===== config.mk =====
export PLATFORM = sky130hd
export DESIGN_NAME = pb_event_gen
export DESIGN_NICKNAME = d
export VERILOG_FILES = /design/src/rtl/pb_pkg.sv /design/src/rtl/pb_hold_counter.sv /design/src/rtl/pb_event_gen.sv
export SDC_FILE = /design/constraint.sdc
export NUM_CORES = 1
export LEC_CHECK = 0
export BUFFER_PORTS_ARGS = -buffer_cell sky130_fd_sc_hd__buf_2
export CORE_ASPECT_RATIO = 0.7
export CORE_UTILIZATION = 38
export DETAILED_ROUTE_END_ITERATION = 7
export HOLD_SLACK_MARGIN = 0.06
export PLACE_DENSITY = 0.55
export SETUP_SLACK_MARGIN = 0.4
export SYNTH_ARGS = -nofsm -noshare
export SYNTH_HDL_FRONTEND = slang
export SYNTH_HIERARCHICAL = 1
export SYNTH_SLANG_ARGS = --single-unit

===== constraint.sdc =====
create_clock -name clk_d -period 2.5 [get_ports clk_d]
set_input_delay 0.5 -clock clk_d [delete_from_list [all_inputs] [get_ports clk_d]]
set_output_delay 0.5 -clock clk_d [all_outputs]
set_load 0.005 [all_outputs]

===== src/rtl/pb_pkg.sv =====
// Shared pushbutton definitions: event-FSM state encoding and default thresholds
// also used by the debounce and control blocks.
package pb_pkg;

   typedef enum logic [1:0] {
      WAIT_REL = 2'd0,
      IDLE     = 2'd1,
      PRESSED  = 2'd2,
      LONG     = 2'd3
   } pb_state_e;

   localparam int unsigned PB_CNT_W      = 8;
   localparam int unsigned PB_LONG_CNT   = 8;
   localparam int unsigned PB_REPEAT_CNT = 4;

endpackage


===== src/rtl/pb_hold_counter.sv =====
// Saturating hold counter with synchronous clear and a run-time terminal compare.
// Ports:
//   clk_d  in   debounce-domain clock
//   rst_n  in   asynchronous active-low reset
//   clr    in   synchronous clear (wins over inc)
//   inc    in   saturating increment
//   limit  in   terminal value to compare against
//   hit_c  out  combinational, 1 when count equals limit
module pb_hold_counter #(
   parameter int unsigned CNT_W = 8
) (
   input  logic             clk_d,
   input  logic             rst_n,
   input  logic             clr,
   input  logic             inc,
   input  logic [CNT_W-1:0] limit,
   output logic             hit_c
);

   logic [CNT_W-1:0] cnt;

   // Count up, stick at all-ones so a long hold never wraps back to a threshold.
   always_ff @(posedge clk_d or negedge rst_n) begin
      if (!rst_n) begin
         cnt <= '0;
      end else if (clr) begin
         cnt <= '0;
      end else if (inc && (cnt != '1)) begin
         cnt <= cnt + CNT_W'(1);
      end
   end

   assign hit_c = (cnt == limit);

endmodule


===== src/rtl/pb_event_gen.sv =====
// Turns the debounced button level into single-cycle press / release / click /
// long-press events, with optional auto-repeat while long-held.
// Build option: define PB_AUTO_REPEAT_EN to enable repeat_pulse generation;
// otherwise repeat_pulse stays 0 and the counter stops once in LONG.
// Ports:
//   clk_d          in   debounce-domain clock
//   rst_n          in   asynchronous active-low reset
//   pb_de          in   debounced button level, 1 = pressed
//   press_pulse    out  one-cycle pulse on accepted press
//   release_pulse  out  one-cycle pulse on any release
//   click_pulse    out  one-cycle pulse on release before the long threshold
//   long_pulse     out  one-cycle pulse when the hold reaches LONG_CNT
//   repeat_pulse   out  periodic one-cycle pulse while long-held
//   held           out  level, 1 while PRESSED or LONG
module pb_event_gen
   import pb_pkg::*;
#(
   parameter int unsigned CNT_W      = PB_CNT_W,
   parameter int unsigned LONG_CNT   = PB_LONG_CNT,
   parameter int unsigned REPEAT_CNT = PB_REPEAT_CNT
) (
   input  logic clk_d,
   input  logic rst_n,
   input  logic pb_de,
   output logic press_pulse,
   output logic release_pulse,
   output logic click_pulse,
   output logic long_pulse,
   output logic repeat_pulse,
   output logic held
);

   pb_state_e        state, state_nx;
   logic             press_nx, release_nx, click_nx, long_nx, repeat_nx, held_nx;
   logic             cnt_clr, cnt_inc, cnt_hit_c;
   logic [CNT_W-1:0] cnt_limit;

   // One counter serves both thresholds; the compare limit follows the state.
   pb_hold_counter #(.CNT_W(CNT_W)) u_hold_counter (
      .clk_d (clk_d),
      .rst_n (rst_n),
      .clr   (cnt_clr),
      .inc   (cnt_inc),
      .limit (cnt_limit),
      .hit_c (cnt_hit_c)
   );

   // State and registered event outputs.
   always_ff @(posedge clk_d or negedge rst_n) begin
      if (!rst_n) begin
         state         <= WAIT_REL;
         press_pulse   <= 1'b0;
         release_pulse <= 1'b0;
         click_pulse   <= 1'b0;
         long_pulse    <= 1'b0;
         repeat_pulse  <= 1'b0;
         held          <= 1'b0;
      end else begin
         state         <= state_nx;
         press_pulse   <= press_nx;
         release_pulse <= release_nx;
         click_pulse   <= click_nx;
         long_pulse    <= long_nx;
         repeat_pulse  <= repeat_nx;
         held          <= held_nx;
      end
   end

   // Next state, next outputs and counter control. Release always takes priority
   // over a threshold hit in the same cycle.
   always_comb begin
      state_nx   = state;
      press_nx   = 1'b0;
      release_nx = 1'b0;
      click_nx   = 1'b0;
      long_nx    = 1'b0;
      repeat_nx  = 1'b0;
      cnt_clr    = 1'b0;
      cnt_inc    = 1'b0;
      cnt_limit  = CNT_W'(LONG_CNT - 1);

      case (state)
         WAIT_REL: begin
            if (!pb_de) state_nx = IDLE;
         end
         IDLE: begin
            if (pb_de) begin
               state_nx = PRESSED;
               press_nx = 1'b1;
            end
         end
         PRESSED: begin
            if (!pb_de) begin
               state_nx   = IDLE;
               release_nx = 1'b1;
               click_nx   = 1'b1;
            end else if (cnt_hit_c) begin
               state_nx = LONG;
               long_nx  = 1'b1;
            end else begin
               cnt_inc = 1'b1;
            end
         end
         LONG: begin
            cnt_limit = CNT_W'(REPEAT_CNT - 1);
            if (!pb_de) begin
               state_nx   = IDLE;
               release_nx = 1'b1;
            end else begin
`ifdef PB_AUTO_REPEAT_EN
               if (cnt_hit_c) begin
                  repeat_nx = 1'b1;
                  cnt_clr   = 1'b1;
               end else begin
                  cnt_inc = 1'b1;
               end
`endif
            end
         end
         default: state_nx = WAIT_REL;
      endcase

      // Every state change restarts the hold count; idle states keep it cleared.
      if ((state_nx != state) || (state == IDLE) || (state == WAIT_REL)) cnt_clr = 1'b1;

      held_nx = (state_nx == PRESSED) || (state_nx == LONG);
   end

endmodule


==> impl_metrics.py <==
metrics = {
    "flow_run": {
        "timing.max_cap.violations": 0,
    },
    "clock_network": {
        "path_clk_slew_ps": 70,
        "insertion_delay_ps": 250,
        "cts_buffers": 3,
        "clk_path_buf_depth": 2,
        "cts_tree": "built",
        "cts.sinks": 15,
        "root_buffer": "clkbuf_8",
        "cts-hold-fix-buffers": 0,
        "h-tree-depth": 1,
    },
    "yosys": {
        "synth.distinct_cells": 37,
        "synthesis.area_um2": 1010,
        "ys_ff_latch": 15,
        "synth_warnings": 6,
        "syn_avg_cell_area_um2": 9.80,
        "synthCells": 103,
        "ys_seq_area_frac": 0.372,
    },
    "route": {
        "firstDrtPassIters": 4,
        "drt-total-wl_um": 2520,
        "vias": 806,
        "drc": 0,
        "wire_per_inst_um": 15.5,
        "drt_iter0_drc": 20,
        "postRouteAntennaNets": 0,
        "vias_per_cell": 4.94,
    },
    "grt": {
        "grt_pass1_wl_um": 3720,
        "grt_pass1_vias": 760,
        "antenna_found_initial": 0,
        "grt-ovfl-total": 0,
        "grt_max_degree": 16,
        "track_usage": 0.183,
    },
    "worst_setup_path": {
        "r2r_start": "state[0]",
        "cp_slowest_cell": "dfrtp_1",
        "crit_start": "state[0]",
        "worstSetupEndpointType": "register",
        "cp_max_fo": 6,
        "crit_chain": "ha_2 -> inv_2 -> xnor2_2 -> nand4_1 -> nor2_2 -> nand2_2 -> o2111ai_4 -> o41a_4 -> nor2_1 -> mux2_4",
        "crit_cells": 10,
        "cp-endpoint": "u_hold_counter/cnt[3]",
        "rr_endpoint": "u_hold_counter/cnt[3]",
        "critPathArrivalTime_ps": 2240,
        "crit_family": "compound AO/OA/AOI/OAI gates",
        "crit_buf_inv": 1,
        "rr_worst_depth": 10,
        "reg2reg_slack_ps": 400,
        "setup.worst_path.start_class": "register",
        "max_stage_delay_ps": 420,
        "required_ps": 2640,
        "critPathKind": "reg2reg",
    },
    "pwr": {
        "combPwrFrac": 0.540,
        "irDropWorstVdd_uv": 546,
        "swShare": 0.378,
        "seqPwrFrac": 0.274,
        "leakagePower_nw": 0.581,
        "power.switching_w": 0.000415,
        "p_int_w": 0.000681,
        "clkPwrFrac": 0.185,
        "power_per_cell_area_nw_per_um2": 816,
    },
    "placed_design": {
        "hpwl_um": 1440,
        "place_congestion": 0.838,
        "io_buffer_count": 7,
        "place_ws_ps": 149,
    },
    "sta": {
        "fin_ws_ps": 399,
        "final-max-slew-violation-count": 0,
        "tns_ps": 0,
        "rsz0062_at_grt": "yes",
        "hold_viol_final": 0,
        "fin_crit_sh": 0.841,
        "finalCriticalPeriod_ps": 2100,
        "max_freq_mhz": 476,
        "setup_violations": 0,
        "fin_skew_ps": 3.36,
    },
    "die": {
        "die_w_um": 63.6,
        "core_area_um2": 2500,
        "rows": 15,
        "io_pins": 9,
        "dieHeight_um": 45.1,
        "dieArea_um2": 2870,
        "initial_core_util": 0.405,
    },
    "finish": {
        "layout-drive-gt1-share": 0.419,
        "multi_input_area_um2": 723,
        "fillers": 219,
        "antenna_cells": 0,
        "regArea_um2": 377,
        "syn2layout_area_growth_pct": 33.1,
        "nNetsFinal": 138,
    },
    "run_status": {
        "status": "complete, no violations",
    },
    "min_path": {
        "min_path_type": "in2async",
    },
}
==> flip-flops by register name (all words and copies together) (netlist names) <==
name / cells
press_pulse: 1
u_hold_counter/cnt: 8
held: 1
release_pulse: 1
click_pulse: 1
state: 2
long_pulse: 1
==> worst register-to-register path: stages, from the launching register on <==
cell	delay, ps
dfrtp_1	420
ha_2	220
inv_2	40
xnor2_2	140
nand4_1	120
nor2_2	160
nand2_2	90
o2111ai_4	240
o41a_4	250
nor2_1	60
mux2_4	260
==> cell usage after synthesis <==
library cell  count  share of area
a211oi_1          1         0.0074
a211oi_2          1          0.012
a21boi_0          1         0.0074
a21boi_2          1          0.011
a21o_1            1         0.0074
a21oi_1           5          0.025
a21oi_2           2          0.017
a22oi_1           1         0.0074
a311oi_1          1         0.0087
a41oi_1           1         0.0087
and2_1            1         0.0062
and3_1            1         0.0062
and3_2            1         0.0074
and4_1            2          0.017
buf_2             1         0.0050
buf_4             1         0.0074
buf_6             2          0.022
clkbuf_1          1         0.0037
conb_1            2         0.0074
dfrtp_1          15           0.37
ha_1              5          0.062
inv_1             6          0.022
mux2_4            4          0.059
mux2i_1           2          0.020
nand2_1           5          0.019
nand2b_1          2          0.012
nand3_1           1         0.0050
nand4_1           4          0.025
nor2_1           12          0.045
nor2b_1           6          0.037
nor3_1            1         0.0050
nor4bb_1          1         0.0099
o2111ai_1         1         0.0087
o221a_2           1          0.011
o41a_1            1          0.011
or2b_4            1          0.011
xnor2_1           8          0.069
==> cell families after synthesis <==
logic type / synth area share
AO/OA/AOI/OAI: 0.144
flip-flops: 0.372
multiplexers: 0.0793
XOR/XNOR: 0.0694
adder cells (fa/ha/maj): 0.0620
AND/OR/NAND/NOR: 0.206
buffers and inverters: 0.0607
other: 0.00744
==> layout by cell type, fill, tap and decap left out, types with 2 or more instances in the layout <==
master	instances
dfrtp_1	14
buf_4	13
nor2_1	10
conb_1	8
buf_2	7
xnor2_1	7
nor2b_1	6
inv_1	4
a21oi_1	4
nand2_1	4
nand4_1	4
mux2_4	4
clkbuf_8	3
a21oi_2	3
inv_2	2
o41a_4	2
ha_2	2
ha_1	2
nand2b_1	2
and4_1	2
==> worst min path at each step <==
| stage | endpoint | slack, ps |
|---|---|---|
| final | u_hold_counter/cnt[1] | 150 |
| after global routing | release_pulse | 150 |
| after CTS | u_hold_counter/cnt[0] | 150 |
| after detailed placement | u_hold_counter/cnt[4] | 430 |
| after global placement | u_hold_counter/cnt[4] | 440 |
| after floorplan | click_pulse | 200 |
==> power by group through the flow <==
| stage | clock network, W | logic (W) | registers, W |
|---|---|---|---|
| 5_1_grt | 0.000228 | 0.000632 | 0.000305 |
| 3_5_place_dp | 0 | 0.000344 | 0.000304 |
| 2_1_floorplan | 0 | 0.000271 | 0.000302 |
| 3_3_place_gp | 0 | 0.000337 | 0.000303 |
| 4_1_cts | 0.000212 | 0.000482 | 0.000298 |
| 6_report | 0.000203 | 0.000592 | 0.000301 |
==> per-stage QoR <==
| step | power, W | std cells | util | area [um^2] | hold WS (ps) |
|---|---|---|---|---|---|
| after floorplan | 0.000573 | 109 | - | 1040 | 204 |
| after global placement | 0.000640 | 148 | 0.439 | 1100 | 437 |
| after detailed placement | 0.000648 | 148 | 0.439 | 1100 | 432 |
| after CTS | 0.000993 | 159 | 0.492 | 1230 | 153 |
| after global routing | 0.00117 | 163 | 0.538 | 1340 | 150 |
| final | 0.00110 | 163 | 0.538 | 1340 | 148 |
==> what timing repair did <==
action | 4_1_cts | 5_1_grt
pin swaps | 2 | 7
resized for setup | 6 | 16
setup buffers | 6 | 4
cloned | 1 | 0
endpoints found under the setup margin | 7 | 8
==> routing by layer <==
metal	wire length, um	track usage
met1	1300	0.239
met2	1100	0.272
met3	81	0.0657
met5	0	0
met4	35	0.0864
==> layout make-up <==
type	instances	area share
sequential	15	0.280
timing repair buffer	20	0.0987
clock inverter	1	0.00372
clock buffer	3	0.0307
multi-input combinational	84	0.538
inverter	6	0.0168
tap	34	0.0317
Note: power is estimated with default switching activity, not from simulation.
